`config.mk`:
```
export PLATFORM = sky130hd
export DESIGN_NAME = tpu_job_sequencer
export DESIGN_NICKNAME = d
export VERILOG_FILES = /design/src/rtl/tpu_job_sequencer.sv
export SDC_FILE = /design/constraint.sdc
export NUM_CORES = 1
export LEC_CHECK = 0
export CORE_MARGIN = 8
export CORE_UTILIZATION = 25
export DETAILED_ROUTE_END_ITERATION = 16
export PLACE_DENSITY = 0.7
export SYNTH_ARGS = -nofsm -noshare
export SYNTH_HDL_FRONTEND = slang
export SYNTH_SLANG_ARGS = --single-unit
```
`constraint.sdc`:
```
create_clock -name clk -period 4.1 [get_ports clk]
set_input_delay 0.82 -clock clk [delete_from_list [all_inputs] [get_ports clk]]
set_output_delay 0.82 -clock clk [all_outputs]
set_load 0.05 [all_outputs]
```
`src/rtl/tpu_job_sequencer.sv`:
```
// Job sequencer for a TPU: streams A/B/(C) rows from the src buffer onto the TPU bus,
// fires the MatMul command, waits, then copies the 16 C words into the dst buffer.
`timescale 1ns/1ps
module tpu_job_sequencer #(
    parameter int DATAW       = 64,
    parameter int ADDRW       = 16,
    parameter int AW          = 8,
    parameter int WAIT_CYCLES = 26
) (
    input  logic             clk,
    input  logic             rst_n,
    input  logic             job_valid,
    output logic             job_ready,
    input  logic [AW-1:0]    job_src_base,
    input  logic [AW-1:0]    job_dst_base,
    input  logic             job_load_c,
    output logic             busy,
    output logic             done,
    output logic             src_re,
    output logic [AW-1:0]    src_addr,
    input  logic [DATAW-1:0] src_rdata,
    output logic             dst_we,
    output logic [AW-1:0]    dst_addr,
    output logic [DATAW-1:0] dst_wdata,
    output logic             tpu_r_w,
    output logic [ADDRW-1:0] tpu_addr,
    output logic [DATAW-1:0] tpu_dataIn,
    input  logic [DATAW-1:0] tpu_dataOut
);

    typedef enum logic [2:0] {IDLE, LOAD, START, WAIT, READ, DONE} state_t;

    localparam bit         HAS_WAIT  = (WAIT_CYCLES > 0);
    localparam logic [4:0] WAIT_LAST = 5'(WAIT_CYCLES - 1);

    state_t          state_q;
    logic [4:0]      cnt_q;
    logic            prime_q;
    logic [AW-1:0]   src_base_q;
    logic [AW-1:0]   dst_base_q;
    logic            load_c_q;
    logic            src_re_q;
    logic [AW-1:0]   src_addr_q;
    logic            dst_we_q;
    logic [AW-1:0]   dst_addr_q;
    logic            tpu_r_w_q;
    logic [15:0]     tpu_addr_q;
    logic            wr_src_q;
    logic            done_q;
    logic [4:0]      last_word;

    // Word k: 0..7 A rows, 8..15 B rows, 16..31 C half-rows, all 8-byte strided.
    function automatic logic [15:0] word_addr(input logic [4:0] k);
        logic [15:0] base;
        logic [3:0]  idx;
        if (k[4]) begin
            base = 16'h0300;
            idx  = k[3:0];
        end else begin
            base = k[3] ? 16'h0200 : 16'h0100;
            idx  = {1'b0, k[2:0]};
        end
        return base | {9'd0, idx, 3'b000};
    endfunction

    assign last_word = load_c_q ? 5'd31 : 5'd15;

    // Every output register below holds the value for the cycle that follows the edge.
    always_ff @(posedge clk or negedge rst_n) begin
        if (!rst_n) begin
            state_q    <= IDLE;
            cnt_q      <= 5'd0;
            prime_q    <= 1'b0;
            src_base_q <= '0;
            dst_base_q <= '0;
            load_c_q   <= 1'b0;
            src_re_q   <= 1'b0;
            src_addr_q <= '0;
            dst_we_q   <= 1'b0;
            dst_addr_q <= '0;
            tpu_r_w_q  <= 1'b0;
            tpu_addr_q <= 16'h0000;
            wr_src_q   <= 1'b0;
            done_q     <= 1'b0;
        end else begin
            src_re_q   <= 1'b0;
            src_addr_q <= '0;
            dst_we_q   <= 1'b0;
            dst_addr_q <= '0;
            tpu_r_w_q  <= 1'b0;
            tpu_addr_q <= 16'h0000;
            wr_src_q   <= 1'b0;
            done_q     <= 1'b0;
            case (state_q)
                IDLE: begin
                    if (job_valid) begin
                        state_q    <= LOAD;
                        cnt_q      <= 5'd0;
                        prime_q    <= 1'b1;
                        src_base_q <= job_src_base;
                        dst_base_q <= job_dst_base;
                        load_c_q   <= job_load_c;
                        src_re_q   <= 1'b1;
                        src_addr_q <= job_src_base;
                    end
                end
                LOAD: begin
                    prime_q <= 1'b0;
                    if (prime_q) begin
                        // First read is in flight; next cycle writes word 0 and reads word 1.
                        tpu_r_w_q  <= 1'b1;
                        wr_src_q   <= 1'b1;
                        tpu_addr_q <= word_addr(5'd0);
                        src_re_q   <= 1'b1;
                        src_addr_q <= src_base_q + AW'(1);
                    end else if (cnt_q == last_word) begin
                        state_q    <= START;
                        cnt_q      <= 5'd0;
                        tpu_r_w_q  <= 1'b1;
                        tpu_addr_q <= 16'h0400;
                    end else begin
                        cnt_q      <= cnt_q + 5'd1;
                        tpu_r_w_q  <= 1'b1;
                        wr_src_q   <= 1'b1;
                        tpu_addr_q <= word_addr(cnt_q + 5'd1);
                        if (cnt_q + 5'd1 != last_word) begin
                            src_re_q   <= 1'b1;
                            src_addr_q <= src_base_q + AW'(cnt_q) + AW'(2);
                        end
                    end
                end
                START: begin
                    cnt_q <= 5'd0;
                    if (HAS_WAIT) begin
                        state_q <= WAIT;
                    end else begin
                        state_q    <= READ;
                        tpu_addr_q <= 16'h0300;
                        dst_we_q   <= 1'b1;
                        dst_addr_q <= dst_base_q;
                    end
                end
                WAIT: begin
                    if (cnt_q == WAIT_LAST) begin
                        state_q    <= READ;
                        cnt_q      <= 5'd0;
                        tpu_addr_q <= 16'h0300;
                        dst_we_q   <= 1'b1;
                        dst_addr_q <= dst_base_q;
                    end else begin
                        cnt_q <= cnt_q + 5'd1;
                    end
                end
                READ: begin
                    if (cnt_q == 5'd15) begin
                        state_q <= DONE;
                        cnt_q   <= 5'd0;
                        done_q  <= 1'b1;
                    end else begin
                        cnt_q      <= cnt_q + 5'd1;
                        tpu_addr_q <= 16'h0300 | {9'd0, cnt_q[3:0] + 4'd1, 3'b000};
                        dst_we_q   <= 1'b1;
                        dst_addr_q <= dst_base_q + AW'(cnt_q) + AW'(1);
                    end
                end
                DONE: begin
                    state_q <= IDLE;
                    cnt_q   <= 5'd0;
                end
                default: begin
                    state_q <= IDLE;
                    cnt_q   <= 5'd0;
                end
            endcase
        end
    end

    assign job_ready  = (state_q == IDLE);
    assign busy       = (state_q != IDLE);
    assign done       = done_q;
    assign src_re     = src_re_q;
    assign src_addr   = src_addr_q;
    assign dst_we     = dst_we_q;
    assign dst_addr   = dst_addr_q;
    // Data paths are pass-throughs: src read data lands one cycle after its read.
    assign dst_wdata  = dst_we_q ? tpu_dataOut : '0;
    assign tpu_r_w    = tpu_r_w_q;
    assign tpu_addr   = ADDRW'(tpu_addr_q);
    assign tpu_dataIn = wr_src_q ? src_rdata : '0;

endmodule
```
# == After elaboration in Yosys (flattened, before gate mapping) ==
# Cells that the tools add are included.
# word_totals
regBits,63
in_bits,148
word_cells,95
# classes
addsub,7
n_eq_ne,13
n_mux,53
bitwise,1
n_reduce_logical,7
# ops
cell,count
64-bit two-way mux,2
16-bit two-way mux,5
8-bit two-way mux,6
16-bit one-hot mux with 3 select lines,1
10-bit two-way mux,4
8-bit one-hot mux with 2 select lines,2
5-bit two-way mux,6
5-bit one-hot mux with 4 select lines,1
"8-bit by 1-bit adder with 8-bit output, second input constant",2
8-bit by 5-bit adder with 8-bit output,2
4-bit two-way mux,4
16-bit by 7-bit bitwise OR with 16-bit output,1
3-bit two-way mux,5
3-bit one-hot mux with 5 select lines,1
1-bit two-way mux,13
"2-bit inequality test, second input constant",5
"8-bit by 2-bit adder with 8-bit output, second input constant",1
"3-bit by 2-bit equality test with 1-bit output, second input constant",2
1-bit one-hot mux with 2 select lines,3
2-bit AND reduction,3
"5-bit by 1-bit adder with 5-bit output, second input constant",1
"5-bit by 4-bit equality test with 1-bit output, second input constant",1
5-bit equality test,1
"5-bit equality test, second input constant",1
8 further kinds,8

# == Longest topological paths before layout ==
# depth
ltp_word,10
ltp_mapped,12

# == Worst setup path before layout ==
# Ideal clock, no wire load.
# synth_path
path_kind,register to output
startpoint,register dst_we_q (netlist: dst_we)
endpoint,output dst_wdata[10]
arrival_time_ps,1544
slack_ps,1736
path_stages_with_launch,4
cell_sequence,dfrtp_1 -> clkbuf_1 -> clkbuf_1 -> and2_1
# synth_via
elab_chain_len,1
# synth_rtl
item,line,rtl
"start, declared",44,logic dst_we_q;
"start signal, assigned",79,dst_we_q <= 1'b0;
"start signal, assigned",88,dst_we_q <= 1'b0;
"start signal, assigned",139,dst_we_q <= 1'b1;
64-bit two-way mux,186,assign dst_wdata = dst_we_q ? tpu_dataOut : '0;
"end, declared",24,"output logic [DATAW-1:0] dst_wdata,"
# Every way passes these cells.

# == Worst setup path in the final report ==
# layout_path
startpoint,input src_rdata[61]
endpoint,output tpu_dataIn[61]
# layout_via
elab_chain_len,1
# layout_rtl
item,line,rtl
"start, declared",21,"input logic [DATAW-1:0] src_rdata,"
64-bit two-way mux,189,assign tpu_dataIn = wr_src_q ? src_rdata : '0;
"end, declared",27,"output logic [DATAW-1:0] tpu_dataIn,"
# Every way passes these cells.

==> out/results.txt <==
# DRC: 0
RSZ-0062 raised after global routing: false
Share of cells above drive strength 1: 0.0376
Area Overhead vs Synth: 86.0%
Syn Std Cell Area: 3850 µm²
GP Congestion: 0.914
CP Capture Type: output port
Mapped Cells: 451
Syn avg cell area: 8.54 µm²
Num Clock Sinks: 54
Compound-Gate Fraction of Synth Area: 0.106
Setup TNS: 0 ns
Cell family with most CP delay: buffers and inverters
TritonCTS clock tree: built
Worst Path Required: 3.28 ns
Die H: 140 µm
Antenna viol nets, final: 0
Post-DP HPWL: 14.1 mm
F_max: 314 MHz
Post-Synth XOR/XNOR Area: 0.0406
WL per Instance: 17.5 µm
Largest family of logic cells by synthesized area: simple AND/OR/NAND/NOR gates
Slew @ Worst Pin: 0.850 ns
EDFF count, synth: 0
Clk pwr share: 0.110
R2R depth: 12
Worst Path Max Fanout: 1
Total power: 3870 µW
CTS clk-pin slew, worst paths: 0.07 ns
Worst R2R Start: cnt_q[1]
Most common cell after layout, fill and taps aside: clkdlybuf4s50_1
Worst Setup Start Kind: input port
Mux cell area share after synthesis: 0.00910
Min-Delay Path Class: reg -> reg
Hold endpoint: src_base_q[6]
Core Region: 15100 µm²
DRT Pass-1 Iters: 4
Fin nets: 914
Crit path buffers/inverters: 2
Worst hold slack: 0.515 ns
Post-CTS setup buffer count: 0
WS Path Type: in -> out
Synth unique cells: 54
Logic pwr share: 0.666
Asr flop ratio synth: 1.00
Clock Latency Late Sink: 0.29 ns
Final setup viols: 0
Synth Area in Simple Gates: 0.351
Run status: completed
DRT Wirelength: 16.4 mm
Max-slew violations: 0
Crit share post-route: 0.776
Die area: 19600 µm²
LEAKAGE: 0.00305 µW
Initial DRC count: 151
Crit path top cell by count: clkdlybuf4s50_1
Vias in the first global route: 3967
WHS Path Cells: 2
Post-synthesis adder-cell area fraction: 0.0786
PD cells: 541 nW/µm²
TritonCTS Buffers: 5
Max VDD drop: 0.416 mV
Final hold viol count: 0
Flop2flop setup slack: 1.50 ns
Worst path depth: 3
Slowest CP cell: clkdlybuf4s50_1
Routed via count: 4030
Clk buf depth: 2
Seq pwr share: 0.223
Finished Cell Area: 7160 µm²
Crit path DAT: 2.36 ns
Internal: 1870 µW
Sequential area share after synthesis: 0.351
Largest net degree at the start of global routing: 66
Clk_skew: 0.00798 ns
Post-route minimum period: 3.18 ns
Crit-path cells: clkdlybuf4s50_1 -> and2_1 -> clkdlybuf4s50_1
GRT overflow: 0
Switching pwr: 2000 µW
Initial antenna violation count: 2
Placement Cell Area: 7010 µm²
Slew Limit Headroom: 0.434
Top_reg_cell synth: dfrtp_1
FF+latch count, synth: 54
Drt via density: 4.31
Overall routing resource usage: 0.159
Die Width: 140 µm
# rows: 45
Root buf cell: clkbuf_16
I/O Pins: 314
Slowest stage delay, CP: 0.85 ns
Cells resized by post-CTS repair: 0
Hold Startpoint: src_base_q[6]
Initial Utilization: 0.254
Sw frac: 0.516
FF-to-FF End: src_addr[7]
Max_cap viols: 0
Port Buffers: 304
Hold bufs inserted after CTS: 0
Yosys warnings: 0
Leading cell types in the layout, fill and taps excluded: clkdlybuf4s50_1 (303), and2_1 (132), nand2_1 (65)
Wire length of the first global-routing pass: 24.4 mm
Htree depth: 2
[state kept, by name (all words and copies together), names as in the netlist]
name	count
load_c_q	1
src_addr	8
dst_addr	8
state_q	3
dst_we	1
src_base_q	8
tpu_r_w	1
dst_base_q	8
tpu_addr	7
wr_src_q	1
done	1
cnt_q	5
prime_q	1
src_re	1
[cell usage after synthesis (2+ instances only)]
cell type,n,area (µm²)
a21o_1,5,37.5
a21oi_1,13,65.1
and2_1,132,826
and3_1,2,12.5
buf_2,3,15.0
buf_4,10,75.1
buf_6,2,22.5
clkbuf_1,15,56.3
dfrtp_1,54,1350
fa_1,2,40.0
ha_1,21,263
inv_1,16,60.1
inv_2,2,7.51
mux2i_1,2,20.0
nand2_1,65,244
nand2b_1,5,31.3
nand3_1,5,25.0
nor2_1,10,37.5
nor2b_1,4,25.0
nor3_1,3,15.0
o21ai_0,21,105
o21ai_1,8,40.0
o21bai_1,3,22.5
o221ai_1,3,26.3
or3_1,2,12.5
xnor2_1,7,61.3
xor2_1,9,78.8
[cell type report]
class,count,area [µm²]
multi-input cells,356,2290
repair buffers,307,3060
diodes,2,5.00
fillers,1480,7980
flip-flops and latches,54,1350
clock inverters,3,26.3
well taps,188,235
clock buffers,5,125
inverters,19,72.6
[tightest hold or removal path: stages, from the launching register on]
cell	delay, ns
dfrtp_1	0.37
nand2_1	0.06
nand2_1	0.06
[cells by family (layout without fill, tap and decap cells)]
kind of cell,Yosys count,after routing
adders and majority gates,23,23
muxes,3,3
and+or+nand+nor,240,240
buffers and inverters,49,334
DFF,54,54
other,1,11
xor gates and xnor gates,17,17
AOI/OAI and AO/OA,64,64
[how the worst max path moves through the flow]
stage,from,to,slack (ns)
2_1_floorplan,dst_we,dst_wdata[10],1.74
3_3_place_gp,src_rdata[61],tpu_dataIn[61],0.96
3_5_place_dp,src_rdata[61],tpu_dataIn[61],0.96
4_1_cts,src_rdata[61],tpu_dataIn[61],0.96
5_1_grt,src_rdata[61],tpu_dataIn[61],0.92
6_report,src_rdata[61],tpu_dataIn[61],0.92
[metrics by stage]
stage	setup slack, ns	utilization	std cells
finish	0.917	0.473	934
global route	0.924	0.473	934
CTS	0.961	0.473	932
detailed placement	0.961	0.463	924
global placement	0.960	0.463	924
floorplan	1.74	-	459
[power by group through the flow]
stage	registers, µW	clock network (µW)	logic (µW)
2_1_floorplan	1030	0	1550
3_3_place_gp	877	0	2570
3_5_place_dp	874	0	2590
4_1_cts	867	441	2600
5_1_grt	895	465	2750
6_report	866	428	2580
[per-layer routing]
layer | global-route usage | wire length [µm] | share of wire
met5 | 0 | 0 | 0
met4 | 0.0280 | 83 | 0.0051
met3 | 0.0408 | 1170 | 0.071
met2 | 0.308 | 8960 | 0.55
met1 | 0.170 | 6170 | 0.38
(Power assumes the default switching activity.)
